[src/rtl/mem_pkg.sv]
// Shared types and constants for the byte-serial memory controller.
package mem_pkg;

    localparam int unsigned MEM_ADDR_WIDTH = 18;
    localparam logic [1:0]  MEM_IO_PREFIX  = 2'b11;

    typedef enum logic [1:0] {
        SRC_NONE = 2'd0,
        SRC_I    = 2'd1,
        SRC_D    = 2'd2
    } src_t;

endpackage : mem_pkg

[src/rtl/mem_ctrl.sv]
// Arbitrates data-cache and instruction-cache byte requests onto a single-port
// RAM/IO bus; D has fixed priority and completions return one cycle after issue.
module mem_ctrl
    import mem_pkg::*;
#(
    parameter int unsigned ADDR_WIDTH = MEM_ADDR_WIDTH,
    parameter logic [1:0]  IO_PREFIX  = MEM_IO_PREFIX
) (
    input  logic                  clk,
    input  logic                  rst,
    input  logic                  rdy_in,
    input  logic                  io_buffer_full,
    input  logic                  d_req_en,
    input  logic                  d_write,
    input  logic [ADDR_WIDTH-1:0] d_addr,
    input  logic [7:0]            d_wdata,
    output logic                  d_out_en,
    output logic [7:0]            d_rdata,
    input  logic                  i_req_en,
    input  logic [ADDR_WIDTH-1:0] i_addr,
    output logic                  i_out_en,
    output logic [7:0]            i_rdata,
    input  logic [7:0]            mem_din,
    output logic [7:0]            mem_dout,
    output logic [31:0]           mem_a,
    output logic                  mem_wr
);

    src_t        sel_s;
    src_t        issued_q;
    logic [31:0] addr_q;
    logic        d_is_io_s;
    logic        d_stalled_s;
    logic [31:0] d_addr_ext_s;
    logic [31:0] i_addr_ext_s;

    assign d_is_io_s    = (d_addr[ADDR_WIDTH-1 -: 2] == IO_PREFIX);
    // An IO write that would overflow the UART buffer is held back without blocking I.
    assign d_stalled_s  = d_write & d_is_io_s & io_buffer_full;
    assign d_addr_ext_s = {{(32-ADDR_WIDTH){1'b0}}, d_addr};
    assign i_addr_ext_s = {{(32-ADDR_WIDTH){1'b0}}, i_addr};

    // Issue selection: at most one access per cycle, D first.
    always_comb begin
        sel_s = SRC_NONE;
        if (rst || !rdy_in) begin
            sel_s = SRC_NONE;
        end else if (d_req_en && !d_stalled_s) begin
            sel_s = SRC_D;
        end else if (i_req_en) begin
            sel_s = SRC_I;
        end else begin
            sel_s = SRC_NONE;
        end
    end

    // Bus drive for the selected source; idle cycles park on the last address.
    always_comb begin
        mem_a    = addr_q;
        mem_wr   = 1'b0;
        mem_dout = 8'h00;
        if (rst) begin
            mem_a    = 32'h0000_0000;
            mem_wr   = 1'b0;
            mem_dout = 8'h00;
        end else begin
            case (sel_s)
                SRC_D: begin
                    mem_a    = d_addr_ext_s;
                    mem_wr   = d_write;
                    mem_dout = d_wdata;
                end
                SRC_I: begin
                    mem_a    = i_addr_ext_s;
                    mem_wr   = 1'b0;
                    mem_dout = 8'h00;
                end
                default: begin
                    mem_a    = addr_q;
                    mem_wr   = 1'b0;
                    mem_dout = 8'h00;
                end
            endcase
        end
    end

    // Issued-source and parked-address registers.
    always_ff @(posedge clk or posedge rst) begin
        if (rst) begin
            issued_q <= SRC_NONE;
            addr_q   <= 32'h0000_0000;
        end else begin
            issued_q <= sel_s;
            if (sel_s != SRC_NONE) begin
                addr_q <= mem_a;
            end
        end
    end

    assign d_out_en = (issued_q == SRC_D);
    assign i_out_en = (issued_q == SRC_I);
    assign d_rdata  = mem_din;
    assign i_rdata  = mem_din;

endmodule : mem_ctrl
[config.mk]
export PLATFORM = sky130hd
export DESIGN_NAME = mem_ctrl
export DESIGN_NICKNAME = d
export VERILOG_FILES = /design/src/rtl/mem_pkg.sv /design/src/rtl/mem_ctrl.sv
export SDC_FILE = /design/constraint.sdc
export NUM_CORES = 1
export LEC_CHECK = 0
export ABC_AREA = 0
export BUFFER_PORTS_ARGS = -buffer_cell sky130_fd_sc_hd__clkbuf_2
export CORE_ASPECT_RATIO = 1.5
export CORE_UTILIZATION = 23
export DETAILED_ROUTE_END_ITERATION = 10
export HOLD_SLACK_MARGIN = 0.03
export PLACE_DENSITY = 0.59
export RECOVER_POWER = 50
export SYNTH_ARGS = -nofsm -noshare
export SYNTH_HDL_FRONTEND = slang
export SYNTH_SLANG_ARGS = --single-unit
export TNS_END_PERCENT = 100
[constraint.sdc]
create_clock -name clk -period 4.8 [get_ports clk]
set_clock_uncertainty 0.2 [all_clocks]
set_input_delay 0.96 -clock clk [delete_from_list [all_inputs] [get_ports clk]]
set_output_delay 0.96 -clock clk [all_outputs]
set_load 0.01 [all_outputs]
# Word level (Yosys, flattened, before mapping)
# Index checks and enable logic that the tools add are counted.
[word_totals]
ff_bits = 34
in_bits = 59
out_inout_bits = 59
elab_cells = 23
[classes]
eq_ne = 5
muxes = 9
bitwise = 2
n_reduce_logical = 5
[op_table]
columns = ["cell", "count"]
rows = [
  ["32-bit case mux with 2 select lines", 1],
  ["32-bit 2-to-1 mux", 1],
  ["8-bit 2-to-1 mux", 2],
  ["2-bit equality test, second input constant", 3],
  ["2-bit by 1-bit equality test with 1-bit output, second input constant", 2],
  ["2-bit 2-to-1 mux", 2],
  ["1-bit 2-to-1 mux", 3],
  ["1-bit AND", 2],
  ["1-bit zero test", 2],
  ["2-bit nonzero test", 1],
  ["1-bit logical AND", 1],
  ["1-bit logical OR", 1],
]

# Longest topological paths before layout
# Gate-level depths: netlist (run 1).
[depth]
word_depth = 10
depth_mapped = 9
mapped_depth_nobuf = 5

# Worst setup path before layout (run 1)
# OpenSTA, ideal clock, no wires.
[synth_timing]
kind = "input-to-output"
from = "input port rst"
to = "output port mem_a[10]"
t_arrival_ns = 3.393
required_ns = 3.640
path_slack_ns = 0.247
stages = 9
n_path_buf = 4
path_cell_list = "buf_6 > clkbuf_1 > inv_1 > nand4_1 > ha_1 > buf_2 > buf_2 > nor2_1 > a211oi_1"
[synth_between]
elab_chain_len = 5
word_cells_on_any_way = 6
cone_classes = "eq/ne: 2; mux: 3; reduce/logical: 1"
[synth_lines]
columns = ["element", "line", "text"]
rows = [
  ["start, declared", "mem_ctrl.sv:10", "input logic rst,"],
  ["1-bit logical OR", "mem_ctrl.sv:46", "if (rst || !rdy_in) begin"],
  ["2-bit 2-to-1 mux", "mem_ctrl.sv:46", ""],
  ["2-bit by 1-bit equality test with 1-bit output or 2-bit equality test (tied branches)", "mem_ctrl.sv:67", "case (sel_s)"],
  ["32-bit case mux with 2 select lines", "mem_ctrl.sv:67", ""],
  ["32-bit 2-to-1 mux *", "mem_ctrl.sv:62", "if (rst) begin"],
  ["end, declared", "mem_ctrl.sv:25", "output logic [31:0] mem_a,"],
]
# Mark *: on every way between the ends. The rest lies on a longest branch, timed or not.

# Final worst setup path (run 1)
[layout_timing]
from = "input port d_addr[17]"
to = "output port mem_a[13]"
[layout_between]
elab_chain_len = 10
word_cells_on_any_way = 11
cone_classes = "eq/ne: 3; mux: 4; bitwise: 2; reduce/logical: 2"
[layout_lines]
columns = ["element", "line", "text"]
rows = [
  ["start, declared", "mem_ctrl.sv:15", "input logic [ADDR_WIDTH-1:0] d_addr,"],
  ["2-bit equality test *", "mem_ctrl.sv:37", "assign d_is_io_s = (d_addr[ADDR_WIDTH-1 -: 2] == IO_PREFIX);"],
  ["1-bit AND * (2 in series)", "mem_ctrl.sv:39", "assign d_stalled_s = d_write & d_is_io_s & io_buffer_full;"],
  ["1-bit zero test *", "mem_ctrl.sv:48", "end else if (d_req_en && !d_stalled_s) begin"],
  ["1-bit logical AND *", "mem_ctrl.sv:48", ""],
  ["2-bit 2-to-1 mux *", "mem_ctrl.sv:48", ""],
  ["2-bit 2-to-1 mux *", "mem_ctrl.sv:46", ""],
  ["2-bit by 1-bit equality test with 1-bit output or 2-bit equality test (tied branches)", "mem_ctrl.sv:67", ""],
  ["32-bit case mux with 2 select lines *", "mem_ctrl.sv:67", ""],
  ["32-bit 2-to-1 mux *", "mem_ctrl.sv:62", ""],
]
# Marks and branches as above.

==> results of run 1 <==
==> flip-flops by register name, summed over array words and instances (netlist names) <==
name / cells
addr_q: 32
issued_q: 2
==> how the worst min path moves through the flow <==
stage | to | cells past startpoint | from
6_report | addr_q[26]$_DFFE_PP0P_ | 1 | addr_q[26]$_DFFE_PP0P_
2_1_floorplan | addr_q[18]$_DFFE_PP0P_ | 1 | addr_q[18]$_DFFE_PP0P_
4_1_cts | addr_q[29]$_DFFE_PP0P_ | 1 | addr_q[29]$_DFFE_PP0P_
5_1_grt | addr_q[31]$_DFFE_PP0P_ | 1 | addr_q[31]$_DFFE_PP0P_
3_3_place_gp | addr_q[29]$_DFFE_PP0P_ | 1 | addr_q[29]$_DFFE_PP0P_
3_5_place_dp | addr_q[26]$_DFFE_PP0P_ | 1 | addr_q[26]$_DFFE_PP0P_
==> layout make-up <==
cell class / count / area [um2] / share of cell area (%)
sequential: 34 / 851 / 33.0
clock buffer: 7 / 133 / 5.15
inverter: 7 / 26.3 / 1.02
multi-input combinational: 131 / 940 / 36.5
timing repair buffer: 99 / 494 / 19.2
tap: 107 / 134 / 5.19
==> cells in the final DEF, fill, tap and decap left out, types with 5 or more instances in the layout <==
cell type and count:
nand2_1 6, o221ai_1 6, inv_1 7, a22oi_1 18, a211oi_1 18, clkbuf_1 9, clkbuf_2 89, dfrtp_1 34
clkbuf_16 5, o2bb2ai_2 10, and2_1 37, nor2_1 19
==> routing by layer <==
layer	vias to the layer above	part of all wire (%)	routed length, um
li1	851	-	-
met5	-	0	0
met4	0	2.2	120
met1	797	40	2190
met2	60	51	2740
met3	12	6.8	368
==> cell families after synthesis <==
| kind of cell | share of synthesized area [%] |
|---|---|
| flops | 41.8 |
| buf+inv | 12.1 |
| fa+ha+maj | 1.85 |
| simple gates | 19.1 |
| compound gates | 25.1 |
==> power by group through the flow <==
stage               combinational [mW]  sequential [mW]  clock (mW)
floorplan                       0.0900            0.315           0
global placement                 0.126            0.316           0
detailed placement               0.127            0.318           0
CTS                              0.128            0.313       0.311
global route                     0.139            0.315       0.317
finish                           0.124            0.313       0.300
==> stage by stage <==
stage | std cells | cell area, um2 | utilization [%]
6_report | 385 | 2580 | 30.3
5_1_grt | 385 | 2580 | 30.3
4_1_cts | 385 | 2590 | 30.5
3_5_place_dp | 378 | 2460 | 28.9
3_3_place_gp | 378 | 2460 | 28.9
2_1_floorplan | 205 | 2030 | -
==> worst register-to-register path: cells and delay by family, from the launching register on <==
kind,cells,cell delay [ns]
DFF,1,0.39
buffers and inverters,1,0.06
AOI/OAI and AO/OA,1,0.13
==> results.toml, run 1 <==
[job]
drv_cap = 1

[synth]
ys_seq_area_share_pct = 41.8
synthFlopType = "dfrtp_1"
synth_cell_types = 26
yosys.area.top_type = "dfrtp_1"
synth_common_cells = "and2_1 (37), dfrtp_1 (34), nor2_1 (19), a211oi_1 (18), a22oi_1 (18)"
ys_ff_latch = 34
yosysWarnings = 0
yosysMostFrequentCell = "and2_1"
avgSynthCellArea_um2 = 9.92
synth_nets = 267
yosysTopAreaCellShare_pct = 41.8
synth_area_leaders = "dfrtp_1 (42%), and2_1 (11%), o2bb2ai_2 (7.4%), a211oi_1 (6.6%), a22oi_1 (6.6%)"
synth_area_mm2 = 0.00203
async_reset_ff_share_pct = 100
synthCells = 205
synth_edf_count = 0

[route]
firstDrtPassIters = 4
drc_errors = 0
avgViaCountPerCell = 4.47
ant_nets = 0
routed_wl_mm = 5.42
vias = 1720
drtIter0Drc = 73
detail_route.wl_per_cell_um = 14.1

[run_status]
outcome = "finished with violations"
violations = "max-capacitance violations, max-slew violations"

[critical_path]
path_cells = "clkbuf_1 > nand4_1 > a21o_1 > ha_1 > clkbuf_1 > nor2_1 > a211oi_1 > clkbuf_2"
r2r-start = "addr_q[15]$_DFFE_PP0P_"
path_depth = 8
cp_data_required_time_ns = 3.64
start_kind = "input port"
worst_ep_arrival_time_ns = 3.04
worstSetupEndpointType = "output pin"
critPathBufInv = 3
cp_top_family = "buffers and inverters"
endpoint = "mem_a[13]"
crit_start = "d_addr[17]"
reg2reg_slack_ns = 3.84
reg2reg_to = "addr_q[15]$_DFFE_PP0P_"
crit_type = "in -> out"
crit_path_top_delay_cell = "clkbuf_1"
reg2reg_depth = 2
cp_slowest_stage_delay_ns = 0.59
worstPathMaxFanout = 19
cpMostUsedCell = "clkbuf_1"

[placed_design]
dp_slack_ns = 0.653
io_buffer_count = 93
place.gp.congestion = 0.734
dp_hpwl_mm = 4.02

[floorplanning]
die_area_mm2 = 0.00923
io_pins = 118
die_w_um = 78.8
fp.dieH_um = 117
core_area_mm2 = 0.00852
initial_core_util_pct = 23.9
core.rowCount = 41

[clock_network]
htree_levels = 2
clk_latency_ns = 0.27
ctsHoldBuffers = 0
cts.repair.resized = 0
clock_sinks = 34
numCtsBuffers = 5
cts_tree = "yes"
cts_max_path_buffers = 2
clkTransAtPathRegs_ns = 0.05
postCtsSetupBuffers = 0
clock-root-buffer = "clkbuf_16"

[pwr]
p_sw_uw = 193
power.density_mw_per_mm2 = 286
pwr-share-clk_pct = 40.7
combPwrFrac_pct = 16.8
ir_drop_uv = 110
p_total_uw = 737
sequentialPowerShare_pct = 42.5
p_leak_nw = 1.26
intPower_uw = 543
p_sw_share_pct = 26.2

[sta]
final_hold_viol_count = 0
setup_viol_count_final = 0
rsz0062_at_grt = "false"
fin_crit_ns = 4.20
slew_violations = 33
setup_tns_ns = 0
whs_ns = 0.274
setup_ws_ns = 0.601
fmaxAchievable_mhz = 238
worst_pin_slew_ns = 1.77
fin_crit_sh_pct = 87.5
timing.slew.headroom_pct = -17.8

[cells_and_area]
final_nets = 340
fillers = 946
layout-area-overhead-vs-synth_pct = 26.8
antenna_cells = 0
drive_gt1_share_pct = 39.2

[global_routing]
grt_use_met3_pct = 3.02
grt_max_degree = 33
track_usage_pct = 11.8
grt_pass1_wl_mm = 8.16
use_met1_pct = 13.4
grt_overflow_total = 0
busiest_layer = "met2"
antenna_found_initial = 0
grt_pass1_vias = 1668
met2_usage_pct = 20.3

[hold_path]
hp-class = "reg -> reg"
Power figures use the tool's default switching activity.
==> run 2: changes to the inputs <==
- CELL_PAD_IN_SITES_DETAIL_PLACEMENT: not set -> 1
- CELL_PAD_IN_SITES_GLOBAL_PLACEMENT: not set -> 1
- PLACE_DENSITY: 0.59 -> 0.73
==> results.toml, run 2 (same netlist as run 1, synthesis figures left out) <==
[cells_and_area]
final_nets = 342
final_cell_mix = "clkbuf_2 (90), dfrtp_1 (34), and2_1 (29), nor2_1 (19)"
layout-area-overhead-vs-synth_pct = 27.7
largest_reg_flops = 32
layout_commonest_cell = "clkbuf_2"
largest_register = "addr_q"
final_util_pct = 30.5
reg_top3 = "addr_q x32, issued_q x2"
fillers = 1044
drive_gt1_share_pct = 40.7
antenna_cells = 0
layoutNonFillerInstCount = 387

[floorplanning]
initial_core_util_pct = 23.9
core.rowCount = 41
die_w_um = 78.8
io_pins = 118
core_area_mm2 = 0.00852
die_area_mm2 = 0.00923
fp.dieH_um = 117

[sta]
setup_tns_ns = 0
slew_violations = 0
final_hold_viol_count = 0
rsz0062_at_grt = "false"
fmaxAchievable_mhz = 231
timing.slew.headroom_pct = 18.3
fin_crit_ns = 4.32
fin_crit_sh_pct = 90.0
worst_pin_slew_ns = 1.23
setup_viol_count_final = 0

[critical_path]
cp_data_required_time_ns = 3.64
crit_type = "in -> out"
reg2reg_to = "addr_q[14]$_DFFE_PP0P_"
start_kind = "input port"
crit_start = "rst"
worstPathMaxFanout = 13
reg2reg_slack_ns = 3.85
r2r-start = "addr_q[14]$_DFFE_PP0P_"
reg2reg_depth = 2
worst_ep_arrival_time_ns = 3.16
worstSetupEndpointType = "output pin"

[global_routing]
grt_pass1_vias = 1925
track_usage_pct = 13.4
grt_pass1_wl_mm = 9.58
grt_overflow_total = 0
grt_max_degree = 23
antenna_found_initial = 0

[pwr]
ir_drop_uv = 137
p_leak_nw = 1.27
power.density_mw_per_mm2 = 285
p_total_uw = 740

[placed_design]
io_buffer_count = 93
dp_hpwl_mm = 4.53
dp.cells = 380
place.gp.congestion = 0.727

[run_status]
outcome = "finished, final reports clean"

[route]
avgViaCountPerCell = 4.62
drc_errors = 0
firstDrtPassIters = 4
routed_wl_mm = 5.96
ant_nets = 0
drtIter0Drc = 61
vias = 1788
detail_route.wl_per_cell_um = 15.4

[clock_network]
cts_max_path_buffers = 2
clock-root-buffer = "clkbuf_16"
htree_levels = 2
clk_latency_ns = 0.27
cts_tree = "yes"
clock_sinks = 34
postCtsSetupBuffers = 0
ctsHoldBuffers = 0
cts.repair.resized = 0
clkTransAtPathRegs_ns = 0.05
numCtsBuffers = 5

[job]
drv_cap = 0

[hold_path]
worstHoldPathCells = 1
hp-class = "reg -> reg"
hold_path_end = "addr_q[31]$_DFFE_PP0P_"
hp-start = "addr_q[31]$_DFFE_PP0P_"
[run 2: area by class of cell]
type	count	area [um2]	area share [%]
Timing Repair Buffer	101	514	19.8
Clock buffer	5	125	4.82
Clock inverter	2	10.0	0.386
Tap cell	107	134	5.16
Multi-Input combinational cell	131	936	36.0
Sequential cell	34	851	32.8
Inverter	7	26.3	1.01
[run 2: power breakdown]
part	total, mW	switching [mW]	internal, mW
sequential	0.312	0.0109	0.302
clock	0.300	0.113	0.187
combinational	0.127	0.0734	0.0537
[run 2: critical path: stages]
cell and delay [ns]:
clkbuf_1 0.51, inv_1 0.20, nand4_1 0.16, ha_1 0.42
buf_4 0.26, a22oi_1 0.13, a211oi_1 0.32, clkbuf_2 0.19
[run 2: through the flow]
step	worst slack (ns)	area [um2]	hold WS, ns
after floorplan	0.247	2030	0.244
after global placement	0.742	2480	0.260
after detailed placement	0.669	2480	0.267
after CTS	0.661	2610	0.284
after global routing	0.294	2600	0.299
final	0.478	2600	0.282
[run 2: metal layers]
layer | share of wire [%] | vias up | global-route usage, % | wire, um
met2 | 54 | 50 | 24.5 | 3220
met5 | 0 | - | 0 | 0
met1 | 40 | 882 | 15.7 | 2390
met4 | 0.42 | 0 | 3.46 | 25
li1 | - | 854 | - | -
met3 | 5.3 | 2 | 3.10 | 318
[run 2: worst max path at each step]
stage	endpoint	slack, ns	depth (start not counted)
2_1_floorplan	mem_a[10]	0.25	9
3_5_place_dp	mem_a[18]	0.67	7
6_report	mem_a[2]	0.48	8
3_3_place_gp	mem_a[2]	0.74	8
5_1_grt	mem_a[0]	0.29	8
4_1_cts	mem_a[18]	0.66	7
==> run 3: changes to the inputs <==
==> constraint.sdc (replaced) <==
create_clock -name clk -period 4.8 [get_ports clk]
set_clock_uncertainty 0.2 [all_clocks]
set_input_delay 0.96 -clock clk [delete_from_list [all_inputs] [get_ports clk]]
set_output_delay 0.96 -clock clk [all_outputs]
set_load 0.005 [all_outputs]
==> results.toml, run 3 (same netlist as run 1, synthesis figures left out) <==
[run_status]
outcome = "finished, final reports clean"

[sta]
worst_pin_slew_ns = 1.19
setup_viol_count_final = 0
slew_violations = 0
timing.slew.headroom_pct = 20.4
setup_tns_ns = 0
final_hold_viol_count = 0
fmaxAchievable_mhz = 229
whs_ns = 0.281
fin_crit_sh_pct = 90.8
fin_crit_ns = 4.36
rsz0062_at_grt = "false"

[route]
ant_nets = 0
avgViaCountPerCell = 4.55
detail_route.wl_per_cell_um = 15.1
drtIter0Drc = 61
routed_wl_mm = 5.85
firstDrtPassIters = 4
vias = 1766
drc_errors = 0

[clock_network]
cts_max_path_buffers = 2
numCtsBuffers = 5
clkTransAtPathRegs_ns = 0.06
clock_sinks = 34
ctsHoldBuffers = 0
clock-root-buffer = "clkbuf_16"
postCtsSetupBuffers = 0
clk_latency_ns = 0.27
cts.repair.resized = 0
cts_tree = "yes"
htree_levels = 2

[critical_path]
start_kind = "input port"
cp_data_required_time_ns = 3.64
worstPathMaxFanout = 19
reg2reg_slack_ns = 3.84
crit_type = "in -> out"
crit_path_top_delay_cell = "nor2_1"
reg2reg_to = "addr_q[17]$_DFFE_PP0P_"
r2r-start = "addr_q[17]$_DFFE_PP0P_"
cp_slowest_stage_delay_ns = 0.57
worstSetupEndpointType = "output pin"
reg2reg_depth = 2
worst_ep_arrival_time_ns = 3.20
path_cells = "clkbuf_1 > inv_1 > nand4_1 > ha_1 > buf_4 > nor2_1 > and2_1 > clkbuf_2"

[cells_and_area]
multi_input_area_um2 = 936
reg_top3 = "addr_q x32, issued_q x2"
seqCellArea_um2 = 851
antenna_cells = 0
layout_commonest_cell = "clkbuf_2"
largest_reg_flops = 32
final_cell_mix = "clkbuf_2 (91), dfrtp_1 (34), and2_1 (29), nor2_1 (19)"
fillers = 1040
largest_register = "addr_q"
drive_gt1_share_pct = 41.3
stdcell_area_mm2 = 0.00263
final_nets = 342
layout-area-overhead-vs-synth_pct = 29.5

[job]
drv_cap = 0

[placed_design]
dp_hpwl_mm = 4.47
io_buffer_count = 93
placed_area_mm2 = 0.00248
place.gp.congestion = 0.731

[floorplanning]
core.rowCount = 41
die_w_um = 78.8
die_area_mm2 = 0.00923
fp.dieH_um = 117
core_area_mm2 = 0.00852
initial_core_util_pct = 23.9
io_pins = 118

[hold_path]
hp-start = "addr_q[21]$_DFFE_PP0P_"
worstHoldPathCells = 1
hp-class = "reg -> reg"
hold_path_end = "addr_q[21]$_DFFE_PP0P_"

[global_routing]
antenna_found_initial = 0
grt_pass1_wl_mm = 9.60
grt_max_degree = 23
track_usage_pct = 13.6
grt_overflow_total = 0
grt_pass1_vias = 1882

[pwr]
ir_drop_uv = 170
power.density_mw_per_mm2 = 304
p_leak_nw = 1.28
[run 3: changes by cell type in the layout (fill, tap and decap cells not counted), sizes merged]
cell      previous run  this run
clkinv               2         0
clkinvlp             0         2
bufinv               0         1
[run 3: through the flow]
stage | power [mW] | utilization, % | setup WS, ns | cells
6_report | 0.801 | 30.9 | 0.439 | 388
5_1_grt | 0.846 | 30.9 | 0.198 | 388
4_1_cts | 0.815 | 31.1 | 0.509 | 388
3_5_place_dp | 0.442 | 29.1 | 0.516 | 380
3_3_place_gp | 0.437 | 29.1 | 0.675 | 380
2_1_floorplan | 0.396 | - | 0.316 | 205
[run 3: area by class of cell]
| cell class | count | share of cell area [%] |
|---|---|---|
| Clock inverter | 3 | 1.71 |
| Clock buffer | 5 | 4.75 |
| Tap cell | 107 | 5.09 |
| Multi-Input combinational cell | 131 | 35.6 |
| Inverter | 7 | 0.998 |
| Timing Repair Buffer | 101 | 19.6 |
| Sequential cell | 34 | 32.3 |
[run 3: power breakdown]
part | total, mW | switching [mW] | internal, mW
sequential | 0.312 | 0.0108 | 0.301
combinational | 0.121 | 0.0675 | 0.0535
clock | 0.368 | 0.123 | 0.244
[run 3: how the worst max path moves through the flow]
stage / start / end / slack, ns / cells after the start
after floorplan: rst / mem_a[21] / 0.32 / 9
after global placement: rst / mem_a[31] / 0.68 / 8
after detailed placement: rst / mem_a[18] / 0.52 / 8
after CTS: rst / mem_a[18] / 0.51 / 8
after global routing: rst / mem_a[18] / 0.20 / 8
final: rst / mem_a[18] / 0.44 / 8
[run 3: routing by layer]
metal	part of all wire, %	GRT usage (%)	up-vias	wire (um)
met5	0	0	-	0
met4	1.6	5.31	0	95
met3	5.1	3.49	8	296
met2	53	24.3	49	3110
met1	40	15.4	850	2350
li1	-	-	859	-
[run 3: critical path: cells and delay by family]
kind                       cells  cell delay (ns)
and+or+nand+nor                3             0.96
adders and majority gates      1             0.26
buffers and inverters          4             1.01
